===== config.mk =====
export PLATFORM = sky130hd
export DESIGN_NAME = branch_resolve_queue_flat
export DESIGN_NICKNAME = d
export VERILOG_FILES = /design/src/rtl/brq_pkg.sv /design/src/rtl/branch_resolve_queue_if.sv /design/src/rtl/brq_entry_ram.sv /design/src/rtl/branch_resolve_queue.sv /design/src/flat_wrapper.sv
export SDC_FILE = /design/constraint.sdc
export NUM_CORES = 1
export LEC_CHECK = 0
export CORE_ASPECT_RATIO = 1.4
export CORE_MARGIN = 1
export CORE_UTILIZATION = 45
export CTS_BUF_LIST = sky130_fd_sc_hd__clkbuf_4
export CTS_CLUSTER_SIZE = 10
export DETAILED_ROUTE_END_ITERATION = 10
export GPL_TIMING_DRIVEN = 1
export PLACE_DENSITY = 0.67
export SYNTH_ARGS = -nofsm -noshare
export SYNTH_HDL_FRONTEND = slang
export SYNTH_SLANG_ARGS = --single-unit
export TNS_END_PERCENT = 5

===== constraint.sdc =====
create_clock -name clk -period 14.9 [get_ports clk]
set_input_delay 2.235 -clock clk [delete_from_list [all_inputs] [get_ports clk]]
set_output_delay 2.235 -clock clk [all_outputs]
set_load 0.005 [all_outputs]

===== src/rtl/brq_pkg.sv =====
// Shared types for the branch resolve queue: 32-bit word, queue entry layout.
package brq_pkg;

  typedef logic [31:0] Word;

  typedef struct packed {
    Word pc;
    Word instr;
    Word pred_pc;
  } Entry;

  localparam int unsigned ENTRY_W = $bits(Entry);

endpackage


===== src/rtl/branch_resolve_queue_if.sv =====
// Fetch-enqueue and execute-resolve handshake bundle for branch_resolve_queue.
// master: fetch/execute side; slave: the queue.
interface branch_resolve_queue_if;
  import brq_pkg::*;

  logic enq_valid;
  logic enq_ready;
  Word  enq_pc;
  Word  enq_instr;
  Word  enq_pred_pc;
  logic res_valid;
  Word  res_pc;
  Word  res_next_pc;

  modport master (
    output enq_valid, enq_pc, enq_instr, enq_pred_pc,
    output res_valid, res_pc, res_next_pc,
    input  enq_ready
  );

  modport slave (
    input  enq_valid, enq_pc, enq_instr, enq_pred_pc,
    input  res_valid, res_pc, res_next_pc,
    output enq_ready
  );

endinterface


===== src/rtl/brq_entry_ram.sv =====
// Entry storage for branch_resolve_queue: DEPTH x Entry, one synchronous
// write port at the tail, one asynchronous read port at the head.
module brq_entry_ram
  import brq_pkg::*;
#(
  parameter  int unsigned DEPTH = 8,
  localparam int unsigned PTR_W = $clog2(DEPTH)
) (
  input  logic             clk,
  input  logic             we,
  input  logic [PTR_W-1:0] waddr,
  input  Entry             wdata,
  input  logic [PTR_W-1:0] raddr,
  output Entry             rdata
);

  Entry mem_q [DEPTH];

  // Write the fetched entry into its tail slot.
  always_ff @(posedge clk) begin
    if (we) mem_q[waddr] <= wdata;
  end

  assign rdata = mem_q[raddr];

endmodule


===== src/rtl/branch_resolve_queue.sv =====
// In-order tracker of fetched instructions and predicted next PCs.
// Pops the head on resolve, compares the prediction, raises a one-cycle
// redirect and flushes the whole queue on a mispredict, and drives the
// registered predictor update bus.
// Optional feature macro: BRQ_PERF_EN adds perf_resolved / perf_miss counters.
module branch_resolve_queue
  import brq_pkg::*;
#(
  parameter  int unsigned DEPTH = 8,
  localparam int unsigned PTR_W = $clog2(DEPTH)
) (
  input  logic                     clk,
  input  logic                     reset,
  branch_resolve_queue_if.slave    bus,
  output logic                     redirect,
  output Word                      redirect_pc,
  output logic                     upd_en,
  output logic                     miss,
  output Word                      last_pc,
  output Word                      last_instr,
  output logic                     desync,
  output logic [PTR_W:0]           count
`ifdef BRQ_PERF_EN
  ,
  output Word                      perf_resolved,
  output Word                      perf_miss
`endif
);

  localparam int unsigned CNT_W = PTR_W + 1;

  logic [PTR_W-1:0] head_q, head_d;
  logic [PTR_W-1:0] tail_q, tail_d;
  logic [CNT_W-1:0] count_q, count_d;
  logic             redirect_q, redirect_d;
  Word              redirect_pc_q, redirect_pc_d;
  logic             upd_en_q, upd_en_d;
  logic             miss_q, miss_d;
  Word              last_pc_q, last_pc_d;
  Word              last_instr_q, last_instr_d;
  logic             desync_q, desync_d;

  logic do_enq, do_pop, mispred, ram_we;
  Entry head_e, wr_e;

  // Fullness is judged on the current count only; a same-cycle pop does not free a slot.
  assign bus.enq_ready = (count_q != CNT_W'(DEPTH));

  brq_entry_ram #(.DEPTH(DEPTH)) u_ram (
    .clk   (clk),
    .we    (ram_we),
    .waddr (tail_q),
    .wdata (wr_e),
    .raddr (head_q),
    .rdata (head_e)
  );

  // Pointer/count update, prediction compare and next values of the output registers.
  always_comb begin
    head_d        = head_q;
    tail_d        = tail_q;
    count_d       = count_q;
    redirect_pc_d = redirect_pc_q;
    last_pc_d     = last_pc_q;
    last_instr_d  = last_instr_q;

    wr_e.pc      = bus.enq_pc;
    wr_e.instr   = bus.enq_instr;
    wr_e.pred_pc = bus.enq_pred_pc;

    do_enq  = bus.enq_valid && bus.enq_ready;
    do_pop  = bus.res_valid && (count_q != '0);
    mispred = do_pop && (bus.res_next_pc != head_e.pred_pc);
    // A mispredict discards everything younger, including a same-cycle enqueue.
    ram_we  = do_enq && !mispred;

    if (mispred) begin
      head_d  = tail_q;
      count_d = '0;
    end else begin
      if (do_pop) head_d = head_q + PTR_W'(1);
      if (ram_we) tail_d = tail_q + PTR_W'(1);
      count_d = count_q + CNT_W'(ram_we) - CNT_W'(do_pop);
    end

    upd_en_d   = do_pop;
    miss_d     = mispred;
    redirect_d = mispred;
    if (mispred) redirect_pc_d = bus.res_next_pc;
    if (do_pop) begin
      last_pc_d    = head_e.pc;
      last_instr_d = head_e.instr;
    end

    // Any resolve that does not line up with the head poisons the tracker until reset.
    desync_d = desync_q ||
               (bus.res_valid && ((count_q == '0) || (bus.res_pc != head_e.pc)));
  end

  // State and output registers with synchronous reset.
  always_ff @(posedge clk) begin
    if (reset) begin
      head_q        <= '0;
      tail_q        <= '0;
      count_q       <= '0;
      redirect_q    <= 1'b0;
      redirect_pc_q <= '0;
      upd_en_q      <= 1'b0;
      miss_q        <= 1'b0;
      last_pc_q     <= '0;
      last_instr_q  <= '0;
      desync_q      <= 1'b0;
    end else begin
      head_q        <= head_d;
      tail_q        <= tail_d;
      count_q       <= count_d;
      redirect_q    <= redirect_d;
      redirect_pc_q <= redirect_pc_d;
      upd_en_q      <= upd_en_d;
      miss_q        <= miss_d;
      last_pc_q     <= last_pc_d;
      last_instr_q  <= last_instr_d;
      desync_q      <= desync_d;
    end
  end

  assign redirect    = redirect_q;
  assign redirect_pc = redirect_pc_q;
  assign upd_en      = upd_en_q;
  assign miss        = miss_q;
  assign last_pc     = last_pc_q;
  assign last_instr  = last_instr_q;
  assign desync      = desync_q;
  assign count       = count_q;

`ifdef BRQ_PERF_EN
  Word perf_resolved_q, perf_resolved_d;
  Word perf_miss_q, perf_miss_d;

  // Saturating counters driven by the registered update pulse.
  always_comb begin
    perf_resolved_d = perf_resolved_q;
    perf_miss_d     = perf_miss_q;
    if (upd_en_q && (perf_resolved_q != '1)) perf_resolved_d = perf_resolved_q + 32'd1;
    if (upd_en_q && miss_q && (perf_miss_q != '1)) perf_miss_d = perf_miss_q + 32'd1;
  end

  // Counter registers, cleared by reset.
  always_ff @(posedge clk) begin
    if (reset) begin
      perf_resolved_q <= '0;
      perf_miss_q     <= '0;
    end else begin
      perf_resolved_q <= perf_resolved_d;
      perf_miss_q     <= perf_miss_d;
    end
  end

  assign perf_resolved = perf_resolved_q;
  assign perf_miss     = perf_miss_q;
`endif

endmodule


===== src/flat_wrapper.sv =====
// flat-port wrapper written by rule: the top's interface ports become plain ports
module branch_resolve_queue_flat import brq_pkg::*;
#(
  parameter  int unsigned DEPTH = 8,
  localparam int unsigned PTR_W = $clog2(DEPTH)
)
  (clk, reset, redirect, redirect_pc, upd_en, miss, last_pc, last_instr, desync, count, bus_enq_valid, bus_enq_pc, bus_enq_instr, bus_enq_pred_pc, bus_res_valid, bus_res_pc, bus_res_next_pc, bus_enq_ready);
  branch_resolve_queue_if bus_i ();
  input  logic clk;
  input  logic reset;
  output logic redirect;
  output Word redirect_pc;
  output logic upd_en;
  output logic miss;
  output Word last_pc;
  output Word last_instr;
  output logic desync;
  output logic [PTR_W:0] count;
  input wire logic [$bits(bus_i.enq_valid)-1:0] bus_enq_valid;
  input wire logic [$bits(bus_i.enq_pc)-1:0] bus_enq_pc;
  input wire logic [$bits(bus_i.enq_instr)-1:0] bus_enq_instr;
  input wire logic [$bits(bus_i.enq_pred_pc)-1:0] bus_enq_pred_pc;
  input wire logic [$bits(bus_i.res_valid)-1:0] bus_res_valid;
  input wire logic [$bits(bus_i.res_pc)-1:0] bus_res_pc;
  input wire logic [$bits(bus_i.res_next_pc)-1:0] bus_res_next_pc;
  output wire logic [$bits(bus_i.enq_ready)-1:0] bus_enq_ready;
  assign bus_i.enq_valid = bus_enq_valid;
  assign bus_i.enq_pc = bus_enq_pc;
  assign bus_i.enq_instr = bus_enq_instr;
  assign bus_i.enq_pred_pc = bus_enq_pred_pc;
  assign bus_i.res_valid = bus_res_valid;
  assign bus_i.res_pc = bus_res_pc;
  assign bus_i.res_next_pc = bus_res_next_pc;
  assign bus_enq_ready = bus_i.enq_ready;
  branch_resolve_queue #(.DEPTH(DEPTH)) u_core (.clk(clk), .reset(reset), .bus(bus_i), .redirect(redirect), .redirect_pc(redirect_pc), .upd_en(upd_en), .miss(miss), .last_pc(last_pc), .last_instr(last_instr), .desync(desync), .count(count));
endmodule

==> results.toml, run 1 <==
[pwr]
p_seq_share_pct = 49.6
swShare_pct = 26.8
p_leak_nw = 12.5
power_switching_mw = 1.65
comb_power_share_pct = 19.2
powerDensity_nw_per_um2 = 155
clkPwrFrac_pct = 31.2
ir_drop_v = 0.0000856
intPower_mw = 4.50

[worst_setup_path]
critPathKind = "reg2reg"
endpoint_kind = "flip-flop"
critPathMaxStageDelay_ns = 0.95
path_max_fanout = 120
reg2reg_slack_ns = 8.18
path_cells = "buf_4 -> buf_12 -> mux2_2 -> o22ai_1 -> or3_1 -> o211ai_1 -> nor4_1 -> a31oi_1 -> buf_4 -> nor2_2 -> and4b_4 -> buf_4"
critPathLaunchType = "flip-flop"
crit_family = "buffers and inverters"
required_ns = 15.50
cp_slowest_cell = "and4b_4"
path_buf_inv = 4
crit_top_cell = "buf_4"
worstPathArrival_ns = 7.32

[timing]
min_period_ns = 6.72
finalHoldViolCount = 0
rsz0062_at_grt = "false"
finClkSkew_ns = 0.0739
max_slew_margin_pct = 30.2
finalSetupViolCount = 0
clock.fmax_ghz = 0.149
drv_slew = 0
tightest_slew_ns = 1.05
tns_ns = 0
fin_crit_sh_pct = 45.1

[clocking]
cts_buffers = 198
cts_tree = "built"
htreeDepth = 4
clk_pin_slew_ns = 0.07
cts_max_path_buffers = 3
ctsRootBufferMaster = "clkbuf_4"
post_cts_buffers = 0
cts.sinks = 880
clk_latency_ns = 1.04
postCtsHoldBufs = 0
ctsResizeCount = 0

[finish]
utilization_pct = 54.4
regArea_um2 = 25300
fin_area_um2 = 39700
areaGrowthSynthToFinish_pct = 19.1
multiInputGateArea_um2 = 7610
final_common_cell = "edfxtp_1"
final_cell_mix = "edfxtp_1, clkbuf_4, clkdlybuf4s50_1, mux4_2, mux2i_1"
drive_gt1_share_pct = 24.8
fin_nets = 2198
fillers = 5678

[floorplanning]
start_util_pct = 45.7
dieWidth_um = 232
fp.coreArea_um2 = 73000
die-area_um2 = 75200
die_y_um = 324
rows = 117
io_pins = 269

[routing]
firstDrtPassIters = 5
vias_per_cell = 5.43
drtIter0Drc = 1105
routed_wl_um = 73700
vias = 17100
ant_nets = 0
drc = 0
wl_per_cell_um = 23.4

[global_routing]
grt_max_degree = 121
grt_antenna_before_repair = 9
grt_pass1_vias = 18100
grt_usage_pct = 20.0
grt_pass1_wl_um = 110000
grt_overflow_total = 0

[synth]
avgSynthCellArea_um2 = 20.5
netlist_area_um2 = 33400
yosysUniqueCellTypes = 47
synth.yosys.seq_area_share_pct = 75.9
postSynthCellCount = 1623
synthFlopType = "edfxtp_1"
synth.net_count = 1796
yosysWarnings = 0
synth_seq_cells = 880
synth_edf_count = 768
ys_async_sr_fraction_pct = 0

[placement]
port_buffers = 268
dpl_cell_area_um2 = 37000
hpwl_um = 43400
place.gp.congestion = 0.787

[run_status]
status = "finished clean"

[hold_path]
hold_path_class = "reg2reg"

[job]
maxCapViolCount = 0
through the flow:
step	std cells	hold WS (ns)	power, mW	worst slack, ns
finish	3152	0.472	6.15	8.18
global route	3151	0.498	6.44	7.52
detailed placement	2777	0.459	4.30	7.91
global placement	2777	0.455	4.28	7.92
floorplan	1623	0.466	3.79	0.948
CTS	3145	0.475	6.23	7.94
power by group through the flow:
stage / Clock [mW] / Sequential (mW) / Combinational, mW
2_1_floorplan: 0 / 3.08 / 0.714
5_1_grt: 2.09 / 3.07 / 1.28
3_3_place_gp: 0 / 3.09 / 1.19
4_1_cts: 1.98 / 3.05 / 1.20
6_report: 1.92 / 3.05 / 1.18
3_5_place_dp: 0 / 3.10 / 1.20
cell usage after synthesis, types with 4 or more instances:
library cell  count  share of area [%]
xnor2_1          17               0.45
mux2_2           10               0.34
nor4_1            7               0.13
inv_1             8              0.090
clkbuf_1         33               0.37
nor3_1            5              0.075
or3_1             7               0.13
edfxtp_1        768                 69
buf_4             6               0.14
mux2i_1         112                3.4
a211oi_1         65                1.5
nand4_1          12               0.23
dfxtp_1         112                6.7
and3_1            5              0.094
a22o_1           37               0.97
o22ai_1           5              0.094
buf_2            33               0.50
and2_1            4              0.075
a21oi_1           8               0.12
nand2_1           8              0.090
ha_1              8               0.30
buf_6             6               0.20
nor2_1           75               0.84
buf_1            11               0.12
mux4_2          176                 12
o21ai_0           6              0.090
xor2_1           41                1.1
a22oi_1           6               0.14
routing by layer:
metal / share of wire, % / up-vias / routed length, µm / global-route usage [%]
met4: 2.5 / 10 / 1850 / 7.72
met5: 0.087 / - / 64 / 0
met2: 53 / 507 / 39400 / 34.7
met3: 4.8 / 137 / 3540 / 4.81
met1: 39 / 8809 / 28900 / 23.9
li1: - / 7638 / - / -
registers in the layout, summed over array words and instances, names as in the netlist, named ones only:
signal / count
u_core.upd_en: 1
u_core.head_q: 3
u_core.redirect_pc: 32
u_core.count: 4
u_core.u_ram.mem_q: 768
u_core.last_instr: 32
u_core.redirect: 1
u_core.last_pc: 32
u_core.tail_q: 3
u_core.desync: 1
kinds of logic (layout without fill, tap and decap cells):
group / Yosys count / in the layout / share of synthesized area, %
DFF: 880 / 880 / 75.9
muxes: 298 / 298 / 15.6
and+or+nand+nor: 144 / 144 / 2.15
AOI/OAI and AO/OA: 136 / 136 / 3.08
buffers and inverters: 98 / 668 / 1.43
xor gates and xnor gates: 58 / 58 / 1.52
adders and majority gates: 9 / 9 / 0.360
other: 0 / 7 / 0
final timing paths:
| kind | startpoint | endpoint | depth (start not counted) |
|---|---|---|---|
| worst max-delay path | flip-flop | u_core.u_ram.mem_q[6][53] | 12 |
| worst min-delay path | u_core.redirect_pc[15] | u_core.redirect_pc[15] | 1 |
| worst min register to register | u_core.redirect_pc[15] | u_core.redirect_pc[15] | 1 |
| worst max register to register | flip-flop | u_core.u_ram.mem_q[6][53] | 12 |
final cells by class:
type	instances	share of cell area (%)
sequential	880	63.7
multi-input combinational	645	19.2
timing repair buffer	291	7.22
clock buffer	291	5.50
tap	952	3.00
clock inverter	77	1.23
inverter	9	0.0914
antenna	7	0.0441
Note: power is estimated with default switching activity, not from simulation.
==> run 2: changes to the inputs <==
PLACE_DENSITY = not set   (was 0.67)
clock period = 6.42 ns   (was 14.9 ns; I/O delays follow)
==> results.toml, run 2 (synthesis results as in run 1) <==
[finish]
utilization_pct = 54.9
final_common_cell = "edfxtp_1"
top_register = "u_core.u_ram.mem_q"
fin_nets = 2217
drive_gt1_share_pct = 25.7
final_cell_mix = "edfxtp_1, clkbuf_4, clkdlybuf4s50_1, mux4_2, mux2i_1"
areaGrowthSynthToFinish_pct = 20.2
largest_register_ffs = 768

[clocking]
clk_latency_ns = 1.05
clk_pin_slew_ns = 0.07
postCtsHoldBufs = 0
cts_tree = "built"
cts.sinks = 880
cts_buffers = 207
ctsResizeCount = 0
ctsRootBufferMaster = "clkbuf_4"
cts_max_path_buffers = 3
post_cts_buffers = 0
htreeDepth = 4

[worst_setup_path]
critPathLaunchType = "flip-flop"
worstPathArrival_ns = 5.79
required_ns = 7.05
path_max_fanout = 70
endpoint_kind = "flip-flop"
critPathKind = "reg2reg"

[pwr]
ir_drop_v = 0.000191
powerDensity_nw_per_um2 = 362
p_leak_nw = 12.7

[floorplanning]
fp.coreArea_um2 = 73000
dieWidth_um = 232
start_util_pct = 45.7
io_pins = 269
die_y_um = 324
die-area_um2 = 75200
rows = 117

[routing]
drtIter0Drc = 938
drc = 0
vias = 17200
vias_per_cell = 5.41
firstDrtPassIters = 5
ant_nets = 0
routed_wl_um = 76900
wl_per_cell_um = 24.2

[timing]
drv_slew = 0
fin_crit_sh_pct = 80.4
rsz0062_at_grt = "false"
finClkSkew_ns = 0.0776
clock.fmax_ghz = 0.194
whs_ns = 0.472
min_period_ns = 5.16
max_slew_margin_pct = 28.6
finalHoldViolCount = 0
finalSetupViolCount = 0
tightest_slew_ns = 1.07

[global_routing]
grt_usage_pct = 21.0
grt_pass1_wl_um = 114000
grt_pass1_vias = 18600
grt_antenna_before_repair = 14
grt_overflow_total = 0
grt_max_degree = 84

[hold_path]
hold_path_class = "reg2reg"

[placement]
place.gp.congestion = 0.787
hpwl_um = 44800
port_buffers = 268

[run_status]
status = "finished clean"

[job]
maxCapViolCount = 0
[run 2: changes by cell type in the layout (fill, tap and decap cells not counted), moves of 3 or more]
cell,delta
buf_12,+9
clkbuf_4,+12
bufinv_16,+3
inv_6,-5
inv_2,+4
[run 2: where the power goes]
part           switching (mW)  leakage [nW]  internal (mW)
clock                    2.17          1.67           2.50
sequential              0.270          7.87           6.78
combinational            1.41          3.19           1.37
total                    3.85          12.7           10.7
[run 2: per-stage QoR]
stage	setup TNS [ns]	instances	setup slack, ns	total power [mW]	instance area, µm²
floorplan	-638.52	1623	-1.67	8.77	33400
global placement	0	2787	1.31	9.97	37200
detailed placement	0	2787	1.22	10.0	37200
CTS	0	3170	1.14	14.7	40100
global route	0	3174	0.828	15.2	40100
finish	0	3175	1.26	14.5	40100
[run 2: cell type report]
type	instances	area, µm²
well taps	952	1190
multi-input cells	645	7650
fillers	5732	33000
flip-flops and latches	880	25300
diodes	5	12.5
repair buffers	301	3050
inverters	9	36.3
clock inverters	80	548
clock buffers	303	2270
[run 2: final timing paths]
kind / slack, ns / endpoint / from / depth (start not counted)
min: 0.47 / u_core.redirect_pc[15] / u_core.redirect_pc[15] / 1
max reg2reg: 1.26 / u_core.u_ram.mem_q[6][51] / flip-flop / 10
min reg2reg: 0.47 / u_core.redirect_pc[15] / u_core.redirect_pc[15] / 1
max: 1.26 / u_core.u_ram.mem_q[6][51] / flip-flop / 10
[run 2: routing by layer]
| metal | GRT usage (%) | wire length (µm) |
|---|---|---|
| met4 | 7.63 | 1670 |
| met1 | 24.5 | 29700 |
| met2 | 36.7 | 41200 |
| met3 | 5.77 | 4230 |
| met5 | 0 | 113 |
[run 2: worst max-delay path: stages, from the launching register on]
cell and delay [ns]:
dfxtp_4 0.75, buf_12 0.48, mux2_2 0.40, o22ai_1 0.17, or3_1 0.14, o211ai_1 0.11
nor4_1 0.62, a31oi_2 0.51, nor2_2 0.35, and4b_4 0.65, buf_4 0.50
